==> config.mk <==
export PLATFORM = sky130hd
export DESIGN_NAME = console_tx
export DESIGN_NICKNAME = d
export VERILOG_FILES = /design/src/rtl/jb_pkg.sv /design/src/rtl/jb_bit_timer.sv /design/src/rtl/console_tx.sv
export SDC_FILE = /design/constraint.sdc
export NUM_CORES = 1
export LEC_CHECK = 0
export CAP_MARGIN = 10
export CORE_MARGIN = 4
export CORE_UTILIZATION = 25
export DETAILED_ROUTE_END_ITERATION = 10
export HOLD_SLACK_MARGIN = 0.05
export PLACE_DENSITY = 0.43
export REMOVE_ABC_BUFFERS = 1
export SLEW_MARGIN = 15
export SYNTH_ARGS = -nofsm -noshare
export SYNTH_HDL_FRONTEND = slang
export SYNTH_SLANG_ARGS = --single-unit
==> constraint.sdc <==
create_clock -name clk -period 2.4 [get_ports clk]
set_input_delay 0.6 -clock clk [delete_from_list [all_inputs] [get_ports clk]]
set_output_delay 0.6 -clock clk [all_outputs]
set_load 0.05 [all_outputs]
==> src/rtl/jb_pkg.sv <==
// Shared types and timing helpers for the joybus console response transmitter.
package jb_pkg;

    typedef enum logic [2:0] {
        ST_IDLE,
        ST_TURNAROUND,
        ST_BIT,
        ST_STOP_LOW,
        ST_STOP_HIGH,
        ST_DONE
    } tx_state_e;

    localparam int unsigned JB_CYC_PER_US_DEF = 25;

    // All widths are in clk cycles; every value must fit the 8-bit bit timer.
    function automatic logic [7:0] bit_period_cyc(input int unsigned cyc_per_us);
        return 8'(4 * cyc_per_us);
    endfunction

    function automatic logic [7:0] zero_low_cyc(input int unsigned cyc_per_us);
        return 8'(3 * cyc_per_us);
    endfunction

    function automatic logic [7:0] one_low_cyc(input int unsigned cyc_per_us);
        return 8'(cyc_per_us);
    endfunction

    function automatic logic [7:0] stop_low_cyc(input int unsigned cyc_per_us);
        return 8'(cyc_per_us);
    endfunction

    function automatic logic [7:0] stop_high_cyc(input int unsigned cyc_per_us);
        return 8'(2 * cyc_per_us);
    endfunction

endpackage

==> src/rtl/jb_bit_timer.sv <==
// One joybus symbol: line pulled low for low_cyc cycles, then released until period_cyc ends.
// line_low is a flop so the pad enable has no combinational path from the inputs.
module jb_bit_timer
    import jb_pkg::*;
(
    input  logic       clk,
    input  logic       rst_n,
    input  logic       start,
    input  logic [7:0] low_cyc,
    input  logic [7:0] period_cyc,
    output logic       line_low,
    output logic       low_last,
    output logic       period_end
);

    logic [7:0] cnt_q, cnt_d;
    logic [7:0] low_width_q, low_width_d;
    logic [7:0] period_q, period_d;
    logic       active_q, active_d;
    logic       line_low_q, line_low_d;

    always_comb begin
        cnt_d       = cnt_q;
        low_width_d = low_width_q;
        period_d    = period_q;
        active_d    = active_q;
        line_low_d  = line_low_q;
        low_last    = active_q && (cnt_q == low_width_q - 8'd1);
        period_end  = active_q && (cnt_q == period_q - 8'd1);

        // A start in the final cycle of a period chains the next symbol with no gap.
        if (start) begin
            cnt_d       = 8'd0;
            low_width_d = low_cyc;
            period_d    = period_cyc;
            active_d    = 1'b1;
            line_low_d  = (low_cyc != 8'd0);
        end else if (active_q) begin
            if (period_end) begin
                cnt_d      = 8'd0;
                active_d   = 1'b0;
                line_low_d = 1'b0;
            end else begin
                cnt_d      = cnt_q + 8'd1;
                line_low_d = (cnt_q + 8'd1) < low_width_q;
            end
        end
    end

    always_ff @(posedge clk or negedge rst_n) begin
        if (!rst_n) begin
            cnt_q       <= 8'd0;
            low_width_q <= 8'd0;
            period_q    <= 8'd0;
            active_q    <= 1'b0;
            line_low_q  <= 1'b0;
        end else begin
            cnt_q       <= cnt_d;
            low_width_q <= low_width_d;
            period_q    <= period_d;
            active_q    <= active_d;
            line_low_q  <= line_low_d;
        end
    end

    assign line_low = line_low_q;

endmodule

==> src/rtl/console_tx.sv <==
// Joybus controller response transmitter: on a console poll edge, sends ctrl_data MSB first plus stop bit.
//
// state         | meaning
// IDLE          | line released, waiting for a poll rising edge
// TURNAROUND    | line released for TURNAROUND_CYC cycles before the first bit
// BIT           | sending data bits from the shift register MSB
// STOP_LOW      | stop bit, line pulled low
// STOP_HIGH     | stop bit, line released
// DONE          | one-cycle frame completion
module console_tx
    import jb_pkg::*;
#(
    parameter int unsigned CYC_PER_US     = JB_CYC_PER_US_DEF,
    parameter int unsigned TURNAROUND_CYC = 50,
    parameter int unsigned RESP_BITS      = 64
) (
    input  logic                 clk,
    input  logic                 rst_n,
    input  logic                 console_did_poll,
    input  logic [RESP_BITS-1:0] ctrl_data,
    output logic                 jb_tx_low,
    output logic                 tx_busy,
    output logic                 tx_done
);

    localparam logic [7:0] BIT_PERIOD  = bit_period_cyc(CYC_PER_US);
    localparam logic [7:0] ZERO_LOW    = zero_low_cyc(CYC_PER_US);
    localparam logic [7:0] ONE_LOW     = one_low_cyc(CYC_PER_US);
    localparam logic [7:0] STOP_LOW    = stop_low_cyc(CYC_PER_US);
    localparam logic [7:0] STOP_PERIOD = stop_low_cyc(CYC_PER_US) + stop_high_cyc(CYC_PER_US);
    localparam int unsigned TW         = (TURNAROUND_CYC > 1) ? $clog2(TURNAROUND_CYC) : 1;
    localparam logic [TW-1:0] TURN_LAST = TW'((TURNAROUND_CYC > 0) ? TURNAROUND_CYC - 1 : 0);
    localparam logic [6:0] LAST_BIT    = 7'(RESP_BITS - 1);

    tx_state_e            state_q, state_d;
    logic                 poll_prev_q;
    logic [RESP_BITS-1:0] shift_q, shift_d, shift_shl;
    logic [6:0]           bit_cnt_q, bit_cnt_d;
    logic [TW-1:0]        turn_q, turn_d;
    logic                 tx_busy_q, tx_busy_d;
    logic                 tx_done_q, tx_done_d;
    logic                 accept;
    logic                 tmr_start;
    logic [7:0]           tmr_low;
    logic [7:0]           tmr_period;
    logic                 tmr_low_last;
    logic                 tmr_period_end;

    function automatic logic [7:0] low_for(input logic b);
        return b ? ONE_LOW : ZERO_LOW;
    endfunction

    assign shift_shl = shift_q << 1;
    // tx_busy_q gates acceptance so an edge in the cycle after DONE is also dropped.
    assign accept = (state_q == ST_IDLE) && console_did_poll && !poll_prev_q && !tx_busy_q;

    always_comb begin
        state_d    = state_q;
        shift_d    = shift_q;
        bit_cnt_d  = bit_cnt_q;
        turn_d     = turn_q;
        tmr_start  = 1'b0;
        tmr_low    = ONE_LOW;
        tmr_period = BIT_PERIOD;

        unique case (state_q)
            ST_IDLE: begin
                if (accept) begin
                    shift_d   = ctrl_data;
                    bit_cnt_d = 7'd0;
                    turn_d    = '0;
                    if (TURNAROUND_CYC == 0) begin
                        state_d   = ST_BIT;
                        tmr_start = 1'b1;
                        tmr_low   = low_for(ctrl_data[RESP_BITS-1]);
                    end else begin
                        state_d = ST_TURNAROUND;
                    end
                end
            end
            ST_TURNAROUND: begin
                turn_d = turn_q + 1'b1;
                if (turn_q == TURN_LAST) begin
                    state_d   = ST_BIT;
                    tmr_start = 1'b1;
                    tmr_low   = low_for(shift_q[RESP_BITS-1]);
                end
            end
            ST_BIT: begin
                if (tmr_period_end) begin
                    shift_d   = shift_shl;
                    bit_cnt_d = bit_cnt_q + 7'd1;
                    tmr_start = 1'b1;
                    if (bit_cnt_q == LAST_BIT) begin
                        state_d    = ST_STOP_LOW;
                        tmr_low    = STOP_LOW;
                        tmr_period = STOP_PERIOD;
                    end else begin
                        tmr_low = low_for(shift_shl[RESP_BITS-1]);
                    end
                end
            end
            ST_STOP_LOW: begin
                if (tmr_low_last) state_d = ST_STOP_HIGH;
            end
            ST_STOP_HIGH: begin
                if (tmr_period_end) state_d = ST_DONE;
            end
            ST_DONE: begin
                state_d = ST_IDLE;
            end
            default: begin
                state_d = ST_IDLE;
            end
        endcase

        tx_busy_d = (state_q != ST_IDLE) || accept;
        tx_done_d = (state_q == ST_DONE);
    end

    always_ff @(posedge clk or negedge rst_n) begin
        if (!rst_n) begin
            state_q     <= ST_IDLE;
            poll_prev_q <= 1'b0;
            shift_q     <= '0;
            bit_cnt_q   <= 7'd0;
            turn_q      <= '0;
            tx_busy_q   <= 1'b0;
            tx_done_q   <= 1'b0;
        end else begin
            state_q     <= state_d;
            poll_prev_q <= console_did_poll;
            shift_q     <= shift_d;
            bit_cnt_q   <= bit_cnt_d;
            turn_q      <= turn_d;
            tx_busy_q   <= tx_busy_d;
            tx_done_q   <= tx_done_d;
        end
    end

    jb_bit_timer u_bit_timer (
        .clk        (clk),
        .rst_n      (rst_n),
        .start      (tmr_start),
        .low_cyc    (tmr_low),
        .period_cyc (tmr_period),
        .line_low   (jb_tx_low),
        .low_last   (tmr_low_last),
        .period_end (tmr_period_end)
    );

    assign tx_busy = tx_busy_q;
    assign tx_done = tx_done_q;

endmodule

==> summary.txt, run 1 <==
Outcome
  – Status: completed

Placed design
  – Final HPWL DP: 9350 um
  – Routability cong.: 0.791
  – Port buffer count: 69
  – Post-Place Cells: about 800

Finish
  – N_diodes: 0
  – Ratio of cells with drive above 1 in the final layout: 33.6%
  – Final std cells w/o fill: slightly above 800
  – Final core utilization: 32.2%
  – Final-stage net count: 616
  – P&R area growth vs syn: 25.0%
  – Filler instances: 2163

Clock tree
  – Clk_lat worst skew: 0.35 ns
  – Clock Path Buffers: 2
  – H-tree level count: 3
  – Num CTS Buffers: 9
  – TritonCTS Sinks: 98
  – Root Buffer: clkbuf_16
  – Clock-pin slew on the worst setup and hold paths: around 0.07 ns
  – CTS tree: yes

Worst setup path
  – Crit end category: register
  – Setup CP Type: reg2reg
  – Worst Path Max Fanout: 4
  – CP Launch Type: register
  – Worst endpoint required time: 2.65 ns
  – CP arrival: 2.55 ns

Die
  – Initial Util: 25.8%
  – Ports: 70
  – Core ar.: about 22000 sq um
  – Die ar.: 25300 sq um
  – Die Y: approximately 160 um
  – Die width: 159 um
  – FP Rows: 54

Synthesis
  – Synth top area share: 43.0%
  – Synth Warn #: 0
  – Mapped cell area: 5700 sq um
  – Post-synth EDFFs: 0
  – Sequential area share after synthesis: 43.0%
  – Synth Register Bits: 98
  – Yosys top cell by area: dfrtp_1
  – Cells after synthesis: 445
  – Post-synth cell types: 57
  – Synth Flop Type: dfrtp_1
  – Async set or reset register ratio after synthesis: 100%
  – Syn_area_per_cell: approximately 13 sq um
  – Top post-synthesis cells by area: dfrtp_1, mux2_4, mux2_2

GRT
  – Pin count of the biggest net entering global routing: 46
  – Grt total ovfl: 0
  – First-pass GRT wire length: ~21000 um
  – Initial antenna violation count: 0
  – Number of global-route vias before repair: 4111
  – Total global-route track usage: between 10% and 20%

Timing
  – Final Setup Violations: 0
  – Clock Skew: 0.00982 ns
  – Unrepaired setup endpoints after global routing: no
  – Count of final hold-check violations: 0
  – Period minus WS final: roughly 2.3 ns
  – Slew HR: between 60% and 70%
  – Period utilisation layout: 95.9%
  – Slew @ Worst Pin: 0.546 ns
  – Slew Limit Fails: 0
  – Max frequency: 434 MHz

Routing
  – Routed met3 length: 447 um
  – Initial DRC Count: 123
  – Via Count: between 3000 and 4000
  – M1 WL: 6410 um
  – TritonRoute pass-1 iters: 4
  – Drt total wl: roughly 13000 um
  – Average wire per standard cell: 15.7 um
  – Post-DRT Antenna Nets: 0
  – Vias per inst: between 4 and 5
  – Routed wl met2: 5740 um
  – DRC violations left: 0
  – Top Metal Used: met4

Power and ir drop
  – Power Total: between 0.007 and 0.008 W
  – Pwr Density: about 1100 nW/um^2
  – P_leak: between 3 and 4 nW
  – Worst VDD drop: 0.394 mV

Job
  – Max-cap viol count: 0

Min path
  – Min-Delay Path Class: in2async
==> stage by stage <==
step | hold WS [ns] | setup slack, ns | setup TNS [ns] | instance area (sq um)
finish | 0.158 | 0.0982 | 0 | 7120
CTS | 0.165 | 0.0855 | 0 | 7120
global placement | 0.480 | -0.0910 | -4.27 | 6840
floorplan | 0.304 | -0.697 | -43.90 | 5480
global route | 0.184 | 0.0132 | 0 | 7120
detailed placement | 0.480 | -0.131 | -6.64 | 6840
==> what timing repair did <==
| item | 4_1_cts | 5_1_grt |
|---|---|---|
| hold buffers | 0 | 0 |
| gates resized for setup | 0 | 1 |
| buffers inserted | 0 | 0 |
| setup endpoints to repair | 0 | 1 |
==> layout make-up <==
| cell class | instances | area, sq um | share of cell area (%) |
|---|---|---|---|
| multi-input combinational | 308 | 2980 | 41.8 |
| sequential | 98 | 2450 | 34.4 |
| timing repair buffer | 99 | 1000 | 14.0 |
| tap | 280 | 350 | 4.92 |
| clock buffer | 10 | 239 | 3.35 |
| inverter | 17 | 63.8 | 0.896 |
| clock inverter | 3 | 42.5 | 0.597 |
==> where the power goes <==
| part | total [W] | internal (W) | switching (W) | leakage (nW) |
|---|---|---|---|---|
| combinational | 0.00355 | 0.00210 | 0.00145 | 1.70 |
| clock | 0.00144 | 0.000818 | 0.000627 | 0.136 |
| sequential | 0.00298 | 0.00241 | 0.000571 | 1.18 |
| total | 0.00797 | 0.00533 | 0.00265 | 3.01 |
==> layout by cell type, fill, tap and decap left out, types with 3 or more instances in the layout <==
master / instances
clkbuf_16: 9
nand3_1: 19
nor3_1: 6
xnor2_1: 14
clkdlybuf4s50_1: 68
or4_1: 3
mux2i_1: 5
nand2b_1: 5
and3_1: 3
inv_1: 17
nor2_1: 12
buf_12: 7
nand4_1: 3
mux2_2: 66
nor4_1: 3
a31oi_1: 3
and2_1: 5
ha_1: 16
dfrtp_1: 98
o21ai_0: 13
xor2_1: 10
buf_4: 24
mux2_4: 60
nand2_1: 21
==> flip-flops by register name, indices dropped and copies added (netlist names) <==
| register | flops |
|---|---|
| state_q | 3 |
| tx_busy | 1 |
| u_bit_timer.line_low | 1 |
| u_bit_timer.active_q | 1 |
| bit_cnt_q | 7 |
| turn_q | 6 |
| poll_prev_q | 1 |
| shift_q | 64 |
| u_bit_timer.cnt_q | 8 |
| u_bit_timer.low_width_q | 3 |
| u_bit_timer.period_q | 2 |
| tx_done | 1 |
==> worst paths after layout <==
check	startpoint	endpoint	slack, ns	cells past startpoint
max	u_bit_timer.period_q[3]	u_bit_timer.low_width_q[4]	0.1	8
min	rst_n	shift_q[50]	0.16	1
max reg2reg	u_bit_timer.period_q[3]	u_bit_timer.low_width_q[4]	0.1	8
min reg2reg	turn_q[5]	turn_q[5]	0.49	1
max in group asynchronous	rst_n	shift_q[9]	1.68	2
min in group clk	turn_q[5]	turn_q[5]	0.49	1
==> cell families after synthesis <==
kind of cell	count (synthesis)	synth area share (%)
adders and majority gates	16	3.51
and+or+nand+nor	97	10.0
AOI/OAI and AO/OA	38	4.61
xor gates and xnor gates	26	4.13
DFF	98	43.0
buffers and inverters	39	4.96
muxes	131	29.7
==> critical path, stage by stage, from the launching register on <==
cell     delay [ns]
dfrtp_1        0.39
inv_1          0.14
ha_1           0.26
xnor2_1        0.18
nor4_4         0.33
nand4_4        0.18
buf_4          0.20
o32a_1         0.38
o21a_1         0.13
==> synth_stat cells (all sizes together) (3+ instances only) <==
master,count
a31oi,3
and2,5
and3,3
buf,20
dfrtp,98
ha,16
inv,17
mux2,126
mux2i,5
nand2,22
nand2b,5
nand3,19
nand4,4
nor2,13
nor3,6
nor4,4
o21ai,13
or4,3
xnor2,16
xor2,10
==> per-layer routing <==
metal,vias to the layer above,GRT usage [%]
met5,-,0
met4,0,3.94
met3,15,2.07
met2,66,16.2
met1,1823,14.2
li1,1756,-
(Power assumes the default switching activity.)
==> run 2: changes to the inputs <==
Settings changed: CORE_UTILIZATION 25 to 53, PLACE_DENSITY 0.43 to 0.78.
==> summary.txt, run 2 (synthesis results as in run 1) <==
Timing
  – Count of final hold-check violations: 0 (unchanged)
  – Slew Limit Fails: 0 (unchanged)
  – Slew @ Worst Pin: 0.520 ns (-0.0266 ns)
  – Period minus WS final: 2.27 ns (-0.0366 ns)
  – Unrepaired setup endpoints after global routing: no
  – Worst Slack Setup Final: 0.135 ns (+0.0366 ns)
  – Final Setup Violations: 0 (unchanged)
  – Slew HR: 65.1% (+1.8 points)
  – Max frequency: 441 MHz (+1.6%)
  – Clock Skew: 0.0104 ns (+0.000603 ns)
  – Period utilisation layout: 94.4% (-1.5 points)
  – TNS Setup: 0 ns (unchanged)

Worst setup path
  – Critical-path top delay cell: or4_1
  – CP Launch Type: register
  – Worst Path Max Fanout: 3 (-1)
  – CP arrival: 2.57 ns (+0.02 ns)
  – Crit end category: register
  – Most frequent CP cell: ha_1
  – Critical Path, Cell by Cell: ha_1, and3_1, xor2_1, ha_1, or4_1, a311oi_1, a211o_1
  – Setup CP Type: reg2reg
  – Critical Path Max Stage Delay: 0.49 ns (+0.10 ns)
  – Worst endpoint required time: 2.70 ns (+0.05 ns)

Die
  – Ports: 70 (unchanged)
  – Initial Util: 54.7% (+29 points)
  – Die width: 112 um (-30%)
  – Die ar.: 12500 sq um (-51%)
  – Die Y: 112 um (-30%)
  – Core ar.: 10400 sq um (-53%)
  – FP Rows: 37 (-31%)

GRT
  – First-pass GRT wire length: 18900 um (-11%)
  – Number of global-route vias before repair: 3873 (-5.8%)
  – Initial antenna violation count: 0 (unchanged)
  – Grt total ovfl: 0 (unchanged)
  – Pin count of the biggest net entering global routing: 62 (+35%)
  – Total global-route track usage: 18.6% (+8.2 points)

Power and ir drop
  – Worst VDD drop: 0.509 mV (+29%)
  – Pwr Density: 1110 nW/um^2 (-0.41%)
  – P_leak: 2.93 nW (-2.7%)

Clock tree
  – Hold Buf Count CTS: 0 (unchanged)
  – Num CTS Buffers: 9 (unchanged)
  – TritonCTS Sinks: 98 (unchanged)
  – H-tree level count: 3 (unchanged)
  – Clock Path Buffers: 2 (unchanged)
  – Root Buffer: clkbuf_8
  – Cells resized by post-CTS repair: 0 (unchanged)
  – CTS tree: yes
  – Setup bufs post-CTS: 0 (unchanged)
  – Clk_lat worst skew: 0.36 ns (about the same)
  – Clock-pin slew on the worst setup and hold paths: 0.09 ns (+0.02 ns)

Finish
  – N_diodes: 0 (unchanged)
  – Commonest non-fill, non-tap cell in the layout: dfrtp_1
  – Final std cells w/o fill: 665 (-18%)
  – Ratio of cells with drive above 1 in the final layout: 33.1% (-0.56 points)
  – Max reg flops: 64 (unchanged)
  – Largest regs: shift_q (64), u_bit_timer.cnt_q (8), bit_cnt_q (7)
  – Filler instances: 781 (-64%)
  – Reg with most FFs: shift_q
  – Final-stage net count: 608 (-1.3%)
  – P&R area growth vs syn: 19.0%
  – Most frequent cells in the layout: dfrtp_1, clkdlybuf4s50_1, mux2_2, mux2_4, nand2_1

Routing
  – Drt total wl: 11200 um (-13%)
  – TritonRoute pass-1 iters: 5 (+1)
  – Initial DRC Count: 185 (+50%)
  – Average wire per standard cell: 16.9 um (+7.2%)
  – Vias per inst: 5.52 (+23%)
  – Via Count: 3672 (+0.33%)
  – Post-DRT Antenna Nets: 0 (unchanged)
  – DRC violations left: 0 (unchanged)

Outcome
  – Status: completed

Job
  – Max-cap viol count: 0 (unchanged)

Placed design
  – Routability cong.: 0.828 (+4.7%)
  – Pre-CTS setup slack: -0.0549 ns (+0.0761 ns)
  – Port buffer count: 69 (unchanged)
  – Final HPWL DP: 8210 um (-12%)
  – Post-Place Cells: 650 (-19%)

Min path
  – Min-Delay Path Class: in2async
run 2: worst max-delay path, delay by kind of cell, from the launching register on:
family                     cells  cell delay [ns]
and+or+nand+nor                2             0.72
xor gates and xnor gates       1             0.15
adders and majority gates      2             0.45
DFF                            1             0.42
AOI/OAI and AO/OA              2             0.48
run 2: area by class of cell:
cell class | count | area [sq um] | area share (%)
tap | 136 | 170 | 2.51
clock inverter | 5 | 63.8 | 0.941
timing repair buffer | 91 | 916 | 13.5
inverter | 17 | 63.8 | 0.941
sequential | 98 | 2450 | 36.2
multi-input combinational | 308 | 2980 | 43.9
clock buffer | 10 | 138 | 2.03
run 2: metrics by stage:
stage	cell area [sq um]	power, W	utilization (%)	hold WS [ns]
2_1_floorplan	5480	0.00552	-	0.304
3_3_place_gp	6570	0.00628	63.1	0.474
3_5_place_dp	6570	0.00646	63.1	0.489
4_1_cts	6770	0.00760	65.0	0.207
5_1_grt	6780	0.00807	65.1	0.225
6_report	6780	0.00756	65.1	0.203
run 2: report_power, final:
group	switching (W)	internal, W
clock network	0.000578	0.000514
registers	0.000587	0.00241
logic	0.00141	0.00206
total	0.00258	0.00498
run 2: worst paths after layout:
path | slack, ns | end | cells after the start | from
worst max-delay path | 0.13 | u_bit_timer.line_low | 7 | u_bit_timer.cnt_q[0]
min in group clk | 0.50 | turn_q[5] | 1 | turn_q[5]
worst max register to register | 0.13 | u_bit_timer.line_low | 7 | u_bit_timer.cnt_q[0]
worst min register to register | 0.50 | turn_q[5] | 1 | turn_q[5]
max in group asynchronous | 1.48 | shift_q[28] | 2 | rst_n
worst min-delay path | 0.20 | shift_q[42] | 1 | rst_n
run 2: per-layer routing:
metal | GRT usage (%) | share of wire, % | routed length (um)
met1 | 25.4 | 45 | 5060
met2 | 29.4 | 48 | 5340
met4 | 5.68 | 1.6 | 182
met5 | 0 | 0 | 0
met3 | 4.51 | 5.7 | 635
